==> src/rtl/volatility_feed_sequencer.sv <==
// volatility_feed_sequencer
//   Write-side initiator for the per-stock rolling price window. Queues
//   top-of-book updates in a small FIFO and repairs one-sided quotes.
//   Issues flat-address window writes at {stock, ptr[stock]}. A per-stock
//   flush zero-writes the whole window of one stock.
// Ports:
//   i_clk, i_reset_n            clock, asynchronous active-low reset
//   i_valid/o_ready             update handshake; i_stock_id, i_best_bid,
//                               i_best_ask carry the update
//   i_flush, i_flush_stock_id   single-cycle flush request and its stock
//   i_stall                     downstream cannot take a write this cycle
//   o_valid, o_write_address,   registered window write
//   o_stock_id, o_best_bid,
//   o_best_ask
//   o_buffer_full               per-stock window-filled flags
//   o_flush_busy                flush in progress
// Optional feature: define PRICE_DEDUP_EN to discard popped updates whose
//   mid price repeats the last mid issued for that stock.
module volatility_feed_sequencer #(
  parameter int DATA_WIDTH  = 32,
  parameter int BUFFER_SIZE = 32,
  parameter int NUM_STOCKS  = 4,
  parameter int FIFO_DEPTH  = 4
) (
  input  logic                                        i_clk,
  input  logic                                        i_reset_n,
  input  logic                                        i_valid,
  output logic                                        o_ready,
  input  logic [$clog2(NUM_STOCKS)-1:0]               i_stock_id,
  input  logic [DATA_WIDTH-1:0]                       i_best_bid,
  input  logic [DATA_WIDTH-1:0]                       i_best_ask,
  input  logic                                        i_flush,
  input  logic [$clog2(NUM_STOCKS)-1:0]               i_flush_stock_id,
  input  logic                                        i_stall,
  output logic                                        o_valid,
  output logic [$clog2(NUM_STOCKS*BUFFER_SIZE)-1:0]   o_write_address,
  output logic [$clog2(NUM_STOCKS)-1:0]               o_stock_id,
  output logic [DATA_WIDTH-1:0]                       o_best_bid,
  output logic [DATA_WIDTH-1:0]                       o_best_ask,
  output logic [NUM_STOCKS-1:0]                       o_buffer_full,
  output logic                                        o_flush_busy
);
  localparam int SW = $clog2(NUM_STOCKS);
  localparam int PW = $clog2(BUFFER_SIZE);
  localparam int FW = $clog2(FIFO_DEPTH);
  localparam logic [PW:0] WIN_SIZE  = (PW+1)'(BUFFER_SIZE);
  localparam logic [PW:0] WIN_LAST  = (PW+1)'(BUFFER_SIZE - 1);
  localparam logic [FW:0] FIFO_FULL = (FW+1)'(FIFO_DEPTH);

  typedef enum logic [0:0] {IDLE, FLUSH} state_t;
  state_t state, state_next;

  logic [SW-1:0]         q_stock [FIFO_DEPTH];
  logic [DATA_WIDTH-1:0] q_bid   [FIFO_DEPTH];
  logic [DATA_WIDTH-1:0] q_ask   [FIFO_DEPTH];
  logic [FW-1:0]         q_wr, q_rd;
  logic [FW:0]           q_cnt, q_cnt_next;

  logic [PW-1:0]         wptr [NUM_STOCKS];
  logic [PW:0]           fill [NUM_STOCKS];

  logic [SW-1:0]         flush_stock;
  logic [PW:0]           flush_idx;

  logic                  advance, push, pop;
  logic                  write_head, write_zero, out_idle;
  logic                  flush_start, flush_end, head_dup;
  logic [DATA_WIDTH-1:0] fix_bid, fix_ask;
  logic [SW-1:0]         head_stock;

  assign advance    = !o_valid || !i_stall;
  // An update with both sides empty is handshaken but never queued.
  assign push       = i_valid && o_ready && (i_best_bid != '0 || i_best_ask != '0);
  assign fix_bid    = (i_best_bid == '0) ? i_best_ask : i_best_bid;
  assign fix_ask    = (i_best_ask == '0) ? i_best_bid : i_best_ask;
  assign head_stock = q_stock[q_rd];

`ifdef PRICE_DEDUP_EN
  logic [DATA_WIDTH:0] last_mid [NUM_STOCKS];
  logic [DATA_WIDTH:0] head_sum, head_mid;
  assign head_sum = {1'b0, q_bid[q_rd]} + {1'b0, q_ask[q_rd]};
  assign head_mid = head_sum >> 1;
  // Queued quotes have both sides non-zero, so a real mid is never 0 and a
  // cleared last_mid can never match: the first update always writes.
  assign head_dup = (head_mid == last_mid[head_stock]);
`else
  assign head_dup = 1'b0;
`endif

  always_ff @(posedge i_clk or negedge i_reset_n) begin
    if (!i_reset_n) state <= IDLE;
    else            state <= state_next;
  end

  always_comb begin
    state_next  = state;
    pop         = 1'b0;
    write_head  = 1'b0;
    write_zero  = 1'b0;
    out_idle    = 1'b0;
    flush_start = 1'b0;
    flush_end   = 1'b0;
    case (state)
      IDLE: begin
        // A flush request wins over a pending pop; the pop waits.
        if (i_flush) begin
          state_next  = FLUSH;
          flush_start = 1'b1;
          out_idle    = advance;
        end else if (advance) begin
          if (q_cnt != '0) begin
            pop        = 1'b1;
            write_head = !head_dup;
            out_idle   = head_dup;
          end else begin
            out_idle   = 1'b1;
          end
        end
      end
      FLUSH: begin
        // flush_idx reaches WIN_SIZE once the last zero write is presented;
        // the window state is cleared one cycle later.
        if (flush_idx == WIN_SIZE) begin
          state_next = IDLE;
          flush_end  = 1'b1;
          out_idle   = advance;
        end else if (advance) begin
          write_zero = 1'b1;
        end
      end
      default: state_next = IDLE;
    endcase
  end

  always_comb begin
    q_cnt_next = q_cnt;
    if (push && !pop)      q_cnt_next = q_cnt + 1'b1;
    else if (pop && !push) q_cnt_next = q_cnt - 1'b1;
  end

  always_ff @(posedge i_clk) begin
    if (push) begin
      q_stock[q_wr] <= i_stock_id;
      q_bid[q_wr]   <= fix_bid;
      q_ask[q_wr]   <= fix_ask;
    end
  end

  always_ff @(posedge i_clk or negedge i_reset_n) begin
    if (!i_reset_n) begin
      q_wr            <= '0;
      q_rd            <= '0;
      q_cnt           <= '0;
      o_ready         <= 1'b0;
      o_valid         <= 1'b0;
      o_write_address <= '0;
      o_stock_id      <= '0;
      o_best_bid      <= '0;
      o_best_ask      <= '0;
      o_buffer_full   <= '0;
      o_flush_busy    <= 1'b0;
      flush_stock     <= '0;
      flush_idx       <= '0;
      for (int unsigned i = 0; i < NUM_STOCKS; i++) begin
        wptr[i] <= '0;
        fill[i] <= '0;
`ifdef PRICE_DEDUP_EN
        last_mid[i] <= '0;
`endif
      end
    end else begin
      q_cnt   <= q_cnt_next;
      o_ready <= (q_cnt_next != FIFO_FULL);
      if (push) q_wr <= q_wr + 1'b1;
      if (pop)  q_rd <= q_rd + 1'b1;

      if (out_idle) o_valid <= 1'b0;

      if (write_head) begin
        o_valid          <= 1'b1;
        o_stock_id       <= head_stock;
        o_write_address  <= {head_stock, wptr[head_stock]};
        o_best_bid       <= q_bid[q_rd];
        o_best_ask       <= q_ask[q_rd];
        wptr[head_stock] <= wptr[head_stock] + 1'b1;
        if (fill[head_stock] != WIN_SIZE) fill[head_stock] <= fill[head_stock] + 1'b1;
        if (fill[head_stock] >= WIN_LAST) o_buffer_full[head_stock] <= 1'b1;
`ifdef PRICE_DEDUP_EN
        last_mid[head_stock] <= head_mid;
`endif
      end

      if (write_zero) begin
        o_valid         <= 1'b1;
        o_stock_id      <= flush_stock;
        o_write_address <= {flush_stock, flush_idx[PW-1:0]};
        o_best_bid      <= '0;
        o_best_ask      <= '0;
        flush_idx       <= flush_idx + 1'b1;
      end

      if (flush_start) begin
        flush_stock  <= i_flush_stock_id;
        flush_idx    <= '0;
        o_flush_busy <= 1'b1;
      end

      if (flush_end) begin
        wptr[flush_stock]          <= '0;
        fill[flush_stock]          <= '0;
        o_buffer_full[flush_stock] <= 1'b0;
        o_flush_busy               <= 1'b0;
`ifdef PRICE_DEDUP_EN
        last_mid[flush_stock] <= '0;
`endif
      end
    end
  end

endmodule

==> config.mk <==
export PLATFORM = sky130hd
export DESIGN_NAME = volatility_feed_sequencer
export DESIGN_NICKNAME = d
export VERILOG_FILES = /design/src/rtl/volatility_feed_sequencer.sv
export SDC_FILE = /design/constraint.sdc
export NUM_CORES = 1
export LEC_CHECK = 0
export ABC_AREA = 1
export BUFFER_PORTS_ARGS = -buffer_cell sky130_fd_sc_hd__buf_4
export CORE_MARGIN = 3
export CORE_UTILIZATION = 60
export DETAILED_ROUTE_END_ITERATION = 10
export PLACE_DENSITY = 0.84
export SYNTH_ARGS = -nofsm -noshare
export SYNTH_HDL_FRONTEND = slang
export SYNTH_SLANG_ARGS = --single-unit
==> constraint.sdc <==
create_clock -name i_clk -period 12.7 [get_ports i_clk]
set_clock_uncertainty 0.1 [all_clocks]
set_input_delay 1.27 -clock i_clk [delete_from_list [all_inputs] [get_ports i_clk]]
set_output_delay 1.27 -clock i_clk [all_outputs]
set_load 0.03 [all_outputs]
Yosys cells after proc, flatten, opt, wreduce, memory -nomap -nowiden --
Memory sizes are Yosys's and may differ from the RTL's. Index checks and enable logic that the tools add are counted.
Storage, ports and cells: flip-flop bits (word level) 140, bits in latches 0, bits in writable memories 264, memory bits (read-only) 0, input bits 73, output and inout port bits 80, logic and storage cells 144, memories 3
Memories:
- q_ask | words 4, width 32, read ports 1, clocked after memory_dff 0, wr ports 1, line 55 | logic [DATA_WIDTH-1:0] q_ask [FIFO_DEPTH];
- q_bid | words 4, width 32, read ports 1, clocked after memory_dff 0, wr ports 1, line 54 | logic [DATA_WIDTH-1:0] q_bid [FIFO_DEPTH];
- q_stock | words 4, width 2, read ports 1, clocked after memory_dff 0, wr ports 1, line 53 | logic [SW-1:0] q_stock [FIFO_DEPTH];
Cells by class: add/sub/neg operators 7, $mul 0, divide/modulo/power cells 0, $lt $le $gt $ge 9, eq/ne operators 3, shifts and indexed selects 0, muxes and demuxes 67, bitwise logic cells 10, reduce and logical (&&, ||, !) cells 23
Operators with widths (count):
- 2-to-1 mux 32 bit | 6
- 2-to-1 mux 24 bit | 3
- zero test 32 bit | 2
- nonzero test 32 bit | 2
- 2-to-1 mux 20 bit | 2
- 2-to-1 mux 6 bit | 6
- 2-to-1 mux 1 bit | 25
- bitwise AND 24 bit | 1
- bitwise mux 24 bit | 1
- demux 6 bit (select 2 bit) | 2
- inverter 24 bit | 1
- bitwise AND 20 bit | 1
- bitwise mux 20 bit | 1
- demux 5 bit (select 2 bit) | 2
- 2-to-1 mux 5 bit | 4
- inverter 20 bit | 1
- 2-to-1 mux 7 bit | 2
- adder 6 x 1 -> 6 bit, second input constant | 2
- binary-select mux 6 bit (select 2 bit) | 1
- 2-to-1 mux 4 bit | 3
- binary-select mux 5 bit (select 2 bit) | 1
- logical AND 1 bit | 8
- equality test 6 bit, second input constant | 1
- greater-or-equal comparator 3 bit, second input constant | 2
- 23 further kinds | 39

Longest topological paths before layout --
Gate-level depths: netlist of run 1. An unclocked memory read counts as a cell.
depth after elaboration 11, mapped depth 21, gate-level depth less buffers 18

Worst setup path before layout of run 1 --
Ideal clock, no wire load.
kind input to register, start input i_best_bid[14], end memory q_ask[0][0], enable pin, setup time 0.491 ns, arrival time 4.568 ns, data required time 12.109 ns, slack 7.541 ns, stages on the path 8, buffers on the path 0, path through inv_1 > nand4_1 > nor2_1 > nand2_1 > nor2_1 > nand2_1 > nand2_1 > nor2_1
On the way: cells in the longest elaborated chain, start to end 5
Ends and longest elaborated chain:
- from (decl) | line 30 | input logic [DATA_WIDTH-1:0] i_best_bid,
- nonzero test 32 bit | line 73 | assign push = i_valid && o_ready && (i_best_bid != '0 || i_best_ask != '0);
- logical OR 1 bit | line 73
- logical AND 1 bit | line 73
- 2-to-1 mux 1 bit | line 142 | if (push) begin
- 2-to-1 mux 1 bit (implied by the code) | line 145 | q_ask[q_wr] <= fix_ask;
- to (decl) | line 55
No other way between the ends.

Final worst setup path of run 1 --
start register q_rd[1], end register fill[12] (netlist bit)
On the way: cells in the longest elaborated chain, start to end 11, elaborated cells between the ends (all ways) 17, those cells by class 1 x add/sub; 2 x order compare; 1 x eq/ne; 9 x mux; 2 x bitwise; 1 x reduce/logical; 1 x memory
Ends and longest elaborated chain:
- from (decl) | line 56 | logic [FW-1:0] q_wr, q_rd;
- from (signal assigned) | line 175 | if (pop) q_rd <= q_rd + 1'b1;
- memory (4 x 2 bit) *
- inverter 2 -> 3 bit (implied by the code) * | line 186 | if (fill[head_stock] != WIN_SIZE) fill[head_stock] <= fill[head_stock] + 1'b1;
- binary-select mux 6 bit (select 2 bit) (tied with other cells) | line 186
- 2-to-1 mux 6 bit (implied by the code) / logical AND 1 bit (equally long branches) | line 186
- 2-to-1 mux 6 bit (implied by the code) | line 186
- adder 6 x 1 -> 6 bit / demux 6 bit (select 2 bit) (equally long branches) | line 186
- bitwise mux 24 bit | line 186
- 2-to-1 mux 24 bit * | line 186
- 2-to-1 mux 24 bit * | line 179 | if (write_head) begin
- bitwise AND 24 bit (no line)
- 2-to-1 mux 24 bit * | line 208 | if (flush_end) begin
- to (signal, indexed assignment) | line 166 | fill[i] <= '0;
- to (signal, indexed assignment) | line 210 | fill[flush_stock] <= '0;
- to (decl) | line 60 | logic [PW:0] fill [NUM_STOCKS];
Mark *: on every way between the ends. The rest lies on a longest branch, timed or not. The select of a mux whose other input is x is not followed. A chain may end at the register's enable or synchronous reset.

==> metrics.md, run 1 <==
| Metric | Value |
|---|---|
| Status | completed |
| Hold endpoint | o_flush_busy$_DFFE_PN0P_ |
| Hold Path Stages | 2 |
| Die height | 174 um |
| Relative slew slack | 29.2% |
| Routed vias/inst | 6.02 |
| CP startpoint kind | register |
| Port bufs | 152 |
| DRC Markers | 0 |
| Compound-gate portion of the synthesized area | 13.4% |
| Ant diodes | 0 |
| CTS Sinks | 402 |
| Initial antenna violation count | 0 |
| Clk slew on worst S/H paths | 0.06 ns |
| Hold Fails Final Rpt | 0 |
| Total power per unit cell area | 244 mW/mm2 |
| RR Endpoint | fill[12]$_DFF_PN0_ |
| RSZ-0062 raised after global routing | no |
| Critical Path AT | 4.38 ns |
| Top_reg_cell synth | edfxtp_1 |
| Adder-cell share of the synthesized area | 0.884% |
| Min-delay worst type | reg2reg |
| Placed instance area | 0.0183 mm2 |
| Leakage | 0.00829 uW |
| Average cell area after synthesis | 11.2 um2 |
| Final ANT Viol Nets | 0 |
| Setup_tns | 0 ns |
| First-pass detailed-route iteration total | 6 |
| CP Class | reg2reg |
| Post-synth EDFFs | 264 |
| Area leader, netlist | edfxtp_1 |
| Netlist cell types | 45 |
| Clock buffer depth | 3 |
| Number of setup buffers added after CTS | 0 |
| WL per Instance | 20.4 um |
| Max Transition Viols Final | 0 |
| Total die area | 0.0304 mm2 |
| DRT iter0 DRCs | 1517 |
| Worst Path Max Fanout | 34 |
| Layout cells sized above 1 | 17.3% |
| Simple-Gate Fraction of Synth Area | 12.5% |
| Largest net degree at the start of global routing | 135 |
| Total wire length | 41.7 mm |
| First-pass GRT wire length | 65.3 mm |
| Finish-stage setup viols | 0 |
| Multiplexer share of the synthesized area | 0% |
| Final #Nets | 1727 |
| TritonCTS buffer count | 40 |
| Area Overhead vs Synth | 16.0% |
| Final worst path period share | 32.1% |
| Max VDD drop | 0.000137 V |
| CTS Hold Bufs | 0 |
| Synth warn | 0 |
| Filler cells | 1832 |
| Width of the die | 174 um |
| Yosys top cell area share | 46.7% |
| Setup WS pre-CTS | 8.64 ns |
| Starting Density | 62.0% |
| Worst slew pin tran | 1.06 ns |
| CTS tree | done |
| Crit Reg-Reg Startpoint | q_rd[1]$_DFFE_PN0N_ |
| Total number of vias | 12300 |
| Post_cts resized | 0 |
| Syn nets | 1597 |
| Post-synth ARST share | 34.3% |
| Number of synthesized register bits | 402 |
| Worst reg2reg setup slack | 8.63 ns |
| Grt total ovfl | 0 |
| Synth Area in XOR/XNOR | 0.302% |
| Clk Tree Root Cell | clkbuf_16 |
| CTS H-tree lvls | 2 |
| I/O pin count | 153 |
| CP required | 13.00 ns |
| Skew-Pair Late Insertion Delay | 0.54 ns |
| Final instance area | 0.0197 mm2 |
| Max cap viols | 0 |
| Setup crit end kind | register |
| GRT Total Usage | 27.1% |
| Smallest hold slack | 0.379 ns |
| Vias in the first global route | 12100 |
| Largest family of logic cells by synthesized area | compound AO/OA/AOI/OAI gates |
| Hold path start | o_flush_busy$_DFFE_PN0P_ |
| Reg2reg path depth | 16 |
| Achievable Freq | 245 MHz |
| Fin worst setup slack | 8.63 ns |
| Row Count | 60 |
| Gate Count Post-Synth | 1512 |
| Post-Syn Area | 0.0170 mm2 |
| Synth top cells by count | 264 x edfxtp_1, 221 x nor2_1, 209 x o21ai_0, 158 x inv_1, 143 x nand2_1 |
| Routability cong. | 0.923 |
| Dpl hpwl | 25.8 mm |
| Cell with the most instances after synthesis | edfxtp_1 |
| Ranking of synthesized cells by area | edfxtp_1 47%, dfrtp_1 20%, o21ai_0 6.2% |
| Sequential cell area fraction in the yosys report | 67.0% |
| Core ar. | 0.0274 mm2 |
| Minimum clock period after layout | 4.07 ns |
per-stage QoR:
| stage | std cells | power (uW) | utilization [%] |
|---|---|---|---|
| final | 2044 | 4800 | 71.9 |
| after global routing | 2044 | 5050 | 71.9 |
| after CTS | 2044 | 4790 | 71.9 |
| after detailed placement | 1972 | 3570 | 66.9 |
| after global placement | 1972 | 3510 | 66.9 |
| after floorplan | 1512 | 3100 | - |
critical path, cell delays in order (launching register included):
cell,delay [ns]
dfrtp_2,0.40
inv_1,0.77
buf_4,0.50
nand3_2,0.30
nand2_4,0.38
inv_2,0.09
nand3b_1,0.09
nand2_1,0.10
nor2_4,0.16
inv_1,0.14
ha_1,0.26
nand2_4,0.10
nor2_8,0.04
nand2_8,0.10
nand2_4,0.09
o21ai_0,0.22
nor2_1,0.07
worst max path at each step:
stage	startpoint	endpoint	slack (ns)	depth (start not counted)
after floorplan	i_best_bid[14]	q_ask[0][0]$_DFFE_PP_	7.54	8
after global placement	i_best_ask[15]	q_bid[0][7]$_DFFE_PP_	8.64	10
after detailed placement	i_best_bid[15]	q_bid[0][6]$_DFFE_PP_	8.64	10
after CTS	q_rd[1]$_DFFE_PN0N_	fill[17]$_DFF_PN0_	8.77	17
after global routing	q_rd[1]$_DFFE_PN0N_	fill[5]$_DFF_PN0_	8.41	17
final	q_rd[1]$_DFFE_PN0N_	fill[12]$_DFF_PN0_	8.63	16
report_power, final:
group	internal, uW	switching (uW)	leakage [uW]	total (uW)
registers	1740	144	0.00419	1890
clock network	721	489	0.000679	1210
logic	492	1210	0.00342	1700
metal layers:
layer	global-route usage (%)	share of wire, %	vias to the layer above	wire length [um]
met2	43.6	48	664	20000
met4	9.01	3.2	0	1340
met5	0	0	-	0
met3	4.59	8.8	109	3670
li1	-	-	5511	-
met1	38.1	40	6023	16600
state kept, by name (all words and copies together), names as in the netlist, 3 cells and up:
signal           flops
q_ask              128
q_bid              128
o_best_ask          32
o_best_bid          32
fill                24
wptr                20
q_stock              8
o_write_address      7
flush_idx            6
o_buffer_full        4
q_cnt                3
kinds of logic after synthesis:
kind of cell | Yosys count
xor gates and xnor gates | 5
buffers and inverters | 242
adders and majority gates | 12
AOI/OAI and AO/OA | 380
DFF | 402
and+or+nand+nor | 471
layout by cell type, fill, tap and decap left out, types with 8 or more instances in the layout:
cell	Yosys	layout
edfxtp_1	264	264
nor2_1	221	217
o21ai_0	209	209
buf_4	3	162
inv_1	158	157
nand2_1	143	143
dfrtp_1	138	136
o22ai_1	64	64
a22o_1	64	64
clkbuf_16	0	40
nand3_1	35	35
nand4_1	20	20
a21oi_1	19	19
clkinv_2	0	15
nand2_2	12	12
ha_1	12	12
nor2_4	6	10
o21ai_1	9	9
inv_2	7	8
nand2_4	8	8
area by class of cell:
cell class	instances	area, um2	area share, %
inverter	167	634	3.22
multi-input combinational	868	4630	23.5
sequential	402	11400	57.8
tap	372	465	2.36
clock inverter	26	300	1.52
timing repair buffer	163	1230	6.23
clock buffer	46	1050	5.35
Power figures use the tool's default switching activity.
==> run 2, diff against run 1 <==
--- a/config.mk
+++ b/config.mk
@@ -8,9 +8,9 @@
 export ABC_AREA = 1
 export BUFFER_PORTS_ARGS = -buffer_cell sky130_fd_sc_hd__buf_4
 export CORE_MARGIN = 3
-export CORE_UTILIZATION = 60
+export CORE_UTILIZATION = 54
 export DETAILED_ROUTE_END_ITERATION = 10
-export PLACE_DENSITY = 0.84
+export PLACE_DENSITY = 0.8
 export SYNTH_ARGS = -nofsm -noshare
 export SYNTH_HDL_FRONTEND = slang
 export SYNTH_SLANG_ARGS = --single-unit
==> constraint.sdc (replaced) <==
create_clock -name i_clk -period 3.5 [get_ports i_clk]
set_clock_uncertainty 0.1 [all_clocks]
set_input_delay 0.35 -clock i_clk [delete_from_list [all_inputs] [get_ports i_clk]]
set_output_delay 0.35 -clock i_clk [all_outputs]
set_load 0.03 [all_outputs]
==> run 2 against run 1 <==
Against the previous run:
- flip-flop and latch count unchanged
- count of clock-buffer cells in the layout up 12
- global-route usage down 2.5 points
- wire length down 0.82%
- non-clock buffer count up 19
- hold slack worse by 0.32 ns
- design area up 1.2%
- sequential power rose to 3.6 times the previous value
- first-iteration DRC count down 21%
- via count down 1.6%
- clock power rose to 3.6 times the previous value
- critical endpoint is now fill[6]$_DFF_PN0_
- largest cell class unchanged
- largest power group unchanged
- highest routed layer unchanged
==> metrics.md, run 2 (synthesis results as in run 1) <==
| Metric | Value |
|---|---|
| Status | completed |
| Max Transition Viols Final | 0 |
| CP startpoint kind | register |
| CP Class | reg2reg |
| DRC Markers | 0 |
| Hold Fails Final Rpt | 0 |
| Grt total ovfl | 0 |
| Hold path start | i_stall |
| Routability cong. | 0.869 |
| Relative slew slack | 32.4% |
| Worst reg2reg setup slack | 0.50 ns |
| Final #Nets | 1747 |
| Total power per unit cell area | 876 mW/mm2 |
| Width of the die | 183 um |
| Area Overhead vs Synth | 17.4% |
| Worst Setup SP | q_rd[0]$_DFFE_PN0N_ |
| Top flop regs | q_ask x128, q_bid x128 |
| Critical Path AT | 3.31 ns |
| First-pass GRT wire length | 65.0 mm |
| Port bufs | 152 |
| GRT Total Usage | 24.6% |
| Vias in the first global route | 11900 |
| Final ANT Viol Nets | 0 |
| Seq. cell area | 0.0114 mm2 |
| Finish-stage setup viols | 0 |
| Max VDD drop | 0.000531 V |
| Starting Density | 55.1% |
| Skew-Pair Late Insertion Delay | 0.55 ns |
| CP most frequent cell | nand2_4 |
| Final worst path period share | 85.6% |
| Clk Tree Root Cell | clkbuf_16 |
| Final instance area | 0.0199 mm2 |
| Post_cts resized | 0 |
| Crit-path slowest cell | dfrtp_4 |
| Min-delay worst type | in2reg |
| Critical path, cell by cell | nand2_1 -> nand3_2 -> nand2_4 -> nand2_4 -> inv_1 -> nand2_1 -> nand2_1 -> nor2_4 -> inv_1 -> ha_1 -> nand2_4 -> nor2_8 -> nand2_8 -> nand2_4 -> inv_1 -> nor2_1 -> nor2_1 |
| Initial antenna violation count | 0 |
| Reg2reg path depth | 17 |
| Achievable Freq | 334 MHz |
| First-pass detailed-route iteration total | 5 |
| Total number of vias | 12100 |
| Ant diodes | 0 |
| Placed instance area | 0.0185 mm2 |
| Core ar. | 0.0308 mm2 |
| Total die area | 0.0336 mm2 |
| Most frequent cells in the layout | 264 x edfxtp_1, 217 x nor2_1, 209 x o21ai_0 |
| Minimum clock period after layout | 3.00 ns |
| Setup crit end kind | register |
| Multi-input logic area | 0.00463 mm2 |
| Largest net degree at the start of global routing | 87 |
| Clock buffer depth | 3 |
| I/O pin count | 153 |
| Crit Reg-Reg Startpoint | q_rd[0]$_DFFE_PN0N_ |
| RSZ-0062 raised after global routing | no |
| TritonCTS buffer count | 41 |
| Filler cells | 2262 |
| Max cap viols | 0 |
| CTS tree | done |
| Dpl hpwl | 26.2 mm |
| Setup crit end | fill[6]$_DFF_PN0_ |
| CP max stage delay | 0.53 ns |
| Routed vias/inst | 5.80 |
| RR Endpoint | fill[6]$_DFF_PN0_ |
| CP required | 3.82 ns |
| Layout cells sized above 1 | 17.2% |
| WL per Instance | 19.8 um |
| Total wire length | 41.3 mm |
| Final core utilization | 64.7% |
| DRT iter0 DRCs | 1198 |
| Clk slew on worst S/H paths | 0.06 ns |
| CTS Sinks | 402 |
| Worst Path Max Fanout | 26 |
| Leakage | 0.00836 uW |
| CTS H-tree lvls | 2 |
| Most common cell after layout, fill and taps aside | edfxtp_1 |
| Row Count | 64 |
| Die height | 183 um |
| Worst slew pin tran | 1.01 ns |
run 2: cell types whose count changed in the layout (fill, tap and decap cells not counted), moves of 2 or more:
cell,previous run,this run
dlygate4sd3_1,0,5
clkbuf_1,3,15
buf_4,162,171
clkinv_16,0,2
bufinv_16,6,4
clkinv_2,15,5
buf_12,0,5
run 2: where the power goes:
group | internal [uW] | switching, uW | leakage [uW]
Sequential | 6300 | 446 | 0.00419
Clock | 2540 | 1800 | 0.000648
Combinational | 1890 | 4470 | 0.00352
run 2: through the flow:
| step | cells | power [uW] | TNS, ns | worst slack [ns] | hold slack (ns) |
|---|---|---|---|---|---|
| floorplan | 1512 | 11300 | -195.12 | -0.739 | -0.0456 |
| global placement | 2010 | 13000 | 0 | 0.519 | 0.318 |
| detailed placement | 2010 | 13200 | 0 | 0.495 | 0.332 |
| CTS | 2089 | 17500 | 0 | 0.494 | 0.0576 |
| global route | 2089 | 18500 | 0 | 0.288 | 0.0806 |
| finish | 2089 | 17500 | 0 | 0.505 | 0.0626 |
run 2: cell type report:
class,instances,area share [%]
clock buffer,58,5.57
clock inverter,16,1.19
inverter,167,3.18
multi-input combinational,868,23.2
sequential,402,57.1
tap,396,2.49
timing repair buffer,182,7.25
run 2: critical path: cells and delay by family, from the launching register on:
kind	cells	cell delay, ns
and+or+nand+nor	13	1.59
adders and majority gates	1	0.25
DFF	1	0.53
buffers and inverters	3	0.38
run 2: worst min-delay path by stage:
stage / to / cells past startpoint
after CTS: o_valid$_DFFE_PN0P_ / 3
after global placement: o_best_ask[2]$_DFFE_PN0P_ / 1
after floorplan: fill[0]$_DFF_PN0_ / 0
final: o_valid$_DFFE_PN0P_ / 3
after global routing: o_valid$_DFFE_PN0P_ / 3
after detailed placement: o_best_ask[0]$_DFFE_PN0P_ / 1
run 2: what timing repair did:
item,CTS,global route
hold buffers,5,0
setup endpoints to repair,0,0
buffers inserted,0,0
hold endpoints to repair,79,0
run 2: metal layers:
metal | GRT usage (%) | up-vias | share of wire [%] | wire length (um)
li1 | - | 5559 | - | -
met1 | 35.4 | 5906 | 42 | 17500
met2 | 38.8 | 562 | 47 | 19500
met3 | 4.66 | 84 | 8.3 | 3410
met4 | 6.92 | 0 | 2.4 | 978
met5 | 0 | - | 0 | 0
==> run 3, diff against run 2 <==
--- a/config.mk
+++ b/config.mk
@@ -10,7 +10,7 @@
 export CORE_MARGIN = 3
 export CORE_UTILIZATION = 54
 export DETAILED_ROUTE_END_ITERATION = 10
-export PLACE_DENSITY = 0.8
+export PLACE_DENSITY_LB_ADDON = 0.05
 export SYNTH_ARGS = -nofsm -noshare
 export SYNTH_HDL_FRONTEND = slang
 export SYNTH_SLANG_ARGS = --single-unit
==> run 3 against run 2 <==
Against the previous run:
- count of clock-buffer cells in the layout down 1
- global-route usage fell by 0.36 points
- design area is essentially flat
- clock power is essentially flat
- via count decreased by 2.4%
- final cell count rose by 0.19%
- register-to-register slack got worse by 0.21 ns
- fmax shrank 6.5%
- wire length shrank 0.83%
==> metrics.md, run 3 (synthesis results as in run 1) <==
| Metric | Value |
|---|---|
| Status | completed |
| Routed vias/inst | 5.65 |
| Total power per unit cell area | 869 mW/mm2 |
| Total die area | 0.0336 mm2 |
| Width of the die | 183 um |
| CP max stage delay | 0.61 ns |
| CTS tree | done |
| Final ANT Viol Nets | 0 |
| Row Count | 64 |
| Final #Nets | 1747 |
| GRT Total Usage | 24.2% |
| Relative slew slack | 28.5% |
| Placed instance area | 0.0185 mm2 |
| Achievable Freq | 312 MHz |
| Vias in the first global route | 11500 |
| Min-delay worst type | in2reg |
| Core ar. | 0.0308 mm2 |
| PnR Total Power | 17300 uW |
| Leakage | 0.00836 uW |
| Filler cells | 2403 |
| Area Overhead vs Synth | 17.3% |
| First-pass GRT wire length | 64.0 mm |
| Skew-Pair Late Insertion Delay | 0.54 ns |
| TritonCTS buffer count | 42 |
| Critical path buffers and inverters | 3 |
| Largest net degree at the start of global routing | 77 |
| DP Cell Count | 2008 |
| Minimum clock period after layout | 3.20 ns |
| Crit-path slowest cell | dfrtp_4 |
| Clk Tree Root Cell | clkbuf_16 |
| Max cap viols | 0 |
| Top flop regs | q_ask x128, q_bid x128 |
| First-pass detailed-route iteration total | 5 |
| Post_cts resized | 0 |
| Clk slew on worst S/H paths | 0.06 ns |
| Hold Fails Final Rpt | 0 |
| Total wire length | 41.0 mm |
| Initial antenna violation count | 0 |
| Max VDD drop | 0.000491 V |
| Final core utilization | 64.6% |
| Setup crit end kind | register |
| Max Transition Viols Final | 0 |
| Routability cong. | 0.879 |
| WL per Instance | 19.6 um |
| Critical Path AT | 3.51 ns |
| DRT iter0 DRCs | 1015 |
| Grt total ovfl | 0 |
| RSZ-0062 raised after global routing | no |
| CP startpoint kind | register |
| Clock buffer depth | 3 |
| CP Class | reg2reg |
| Layout cells sized above 1 | 17.0% |
| Final instance area | 0.0199 mm2 |
| CTS Sinks | 402 |
| Die height | 183 um |
| Dpl hpwl | 25.7 mm |
| CP most frequent cell | nand2_4 |
| CP delay by family, top | simple AND/OR/NAND/NOR gates |
| Total number of vias | 11800 |
| I/O pin count | 153 |
| Worst slew pin tran | 1.07 ns |
| Worst Path Max Fanout | 40 |
| CTS H-tree lvls | 2 |
| Starting Density | 55.1% |
| Final worst path period share | 91.5% |
| Worst reg2reg setup slack | 0.30 ns |
| DRC Markers | 0 |
| Finish-stage setup viols | 0 |
| CP required | 3.81 ns |
| Most common cell after layout, fill and taps aside | edfxtp_1 |
| Most frequent cells in the layout | 264 x edfxtp_1, 217 x nor2_1, 209 x o21ai_0 |
| Critical path, cell by cell | inv_6 -> nand2_2 -> nand3_2 -> nand2_4 -> nand2_4 -> inv_1 -> nand2_1 -> nand2_1 -> nor2_4 -> inv_1 -> ha_1 -> nand2_4 -> nor2_8 -> nand2_8 -> nand2_4 -> o21ai_0 -> nor2_1 |
| Port bufs | 152 |
| Cell Count, Final, Fillers Out | 2093 |
==> run 3: layout make-up <==
class / instances / area [um2] / area share, %
flip-flops and latches: 402 / 11400 / 57.2
multi-input cells: 868 / 4630 / 23.2
repair buffers: 181 / 1430 / 7.17
clock buffers: 57 / 1130 / 5.66
inverters: 167 / 634 / 3.19
well taps: 396 / 495 / 2.49
clock inverters: 21 / 216 / 1.09
diodes: 1 / 2.50 / 0.0126
==> run 3: through the flow <==
step	TNS (ns)	hold slack, ns	setup WS [ns]
after CTS	0	0.0971	0.298
final	0	0.115	0.297
after detailed placement	0	0.269	0.319
after global routing	0	0.136	0.0510
after global placement	0	0.266	0.419
after floorplan	-195.12	-0.0456	-0.739
==> run 3: worst min-delay path, delay by kind of cell <==
| family | cells | cell delay, ns |
|---|---|---|
| buffers and inverters | 2 | 0.12 |
| AOI/OAI and AO/OA | 1 | 0.14 |
==> run 3: report_power, final <==
| part | total, uW | internal (uW) | switching [uW] |
|---|---|---|---|
| combinational | 6170 | 1840 | 4330 |
| sequential | 6790 | 6310 | 474 |
| clock | 4350 | 2560 | 1780 |
| total | 17300 | 10700 | 6590 |
==> run 3: path summary, 6_finish.rpt <==
kind,cells past startpoint,endpoint,start
max,17,fill[1]$_DFF_PN0_,q_rd[0]$_DFFE_PN0N_
min,3,q_bid[1][14]$_DFFE_PP_,i_best_bid[14]
max reg2reg,17,fill[1]$_DFF_PN0_,q_rd[0]$_DFFE_PN0N_
min reg2reg,2,o_flush_busy$_DFFE_PN0P_,o_flush_busy$_DFFE_PN0P_
max in group asynchronous,3,o_best_bid[27]$_DFFE_PN0P_,i_reset_n
min in group asynchronous,2,fill[23]$_DFF_PN0_,i_reset_n
==> run 3: what timing repair did <==
item	CTS	global route
buffers inserted	0	0
hold buffers	6	0
endpoints found under the hold margin	63	0
==> run 3: routing by layer <==
layer,wire length [um],GRT usage [%]
met2,19200,38.5
met1,18700,35.6
met4,1120,7.07
met5,0,0
met3,2000,2.99
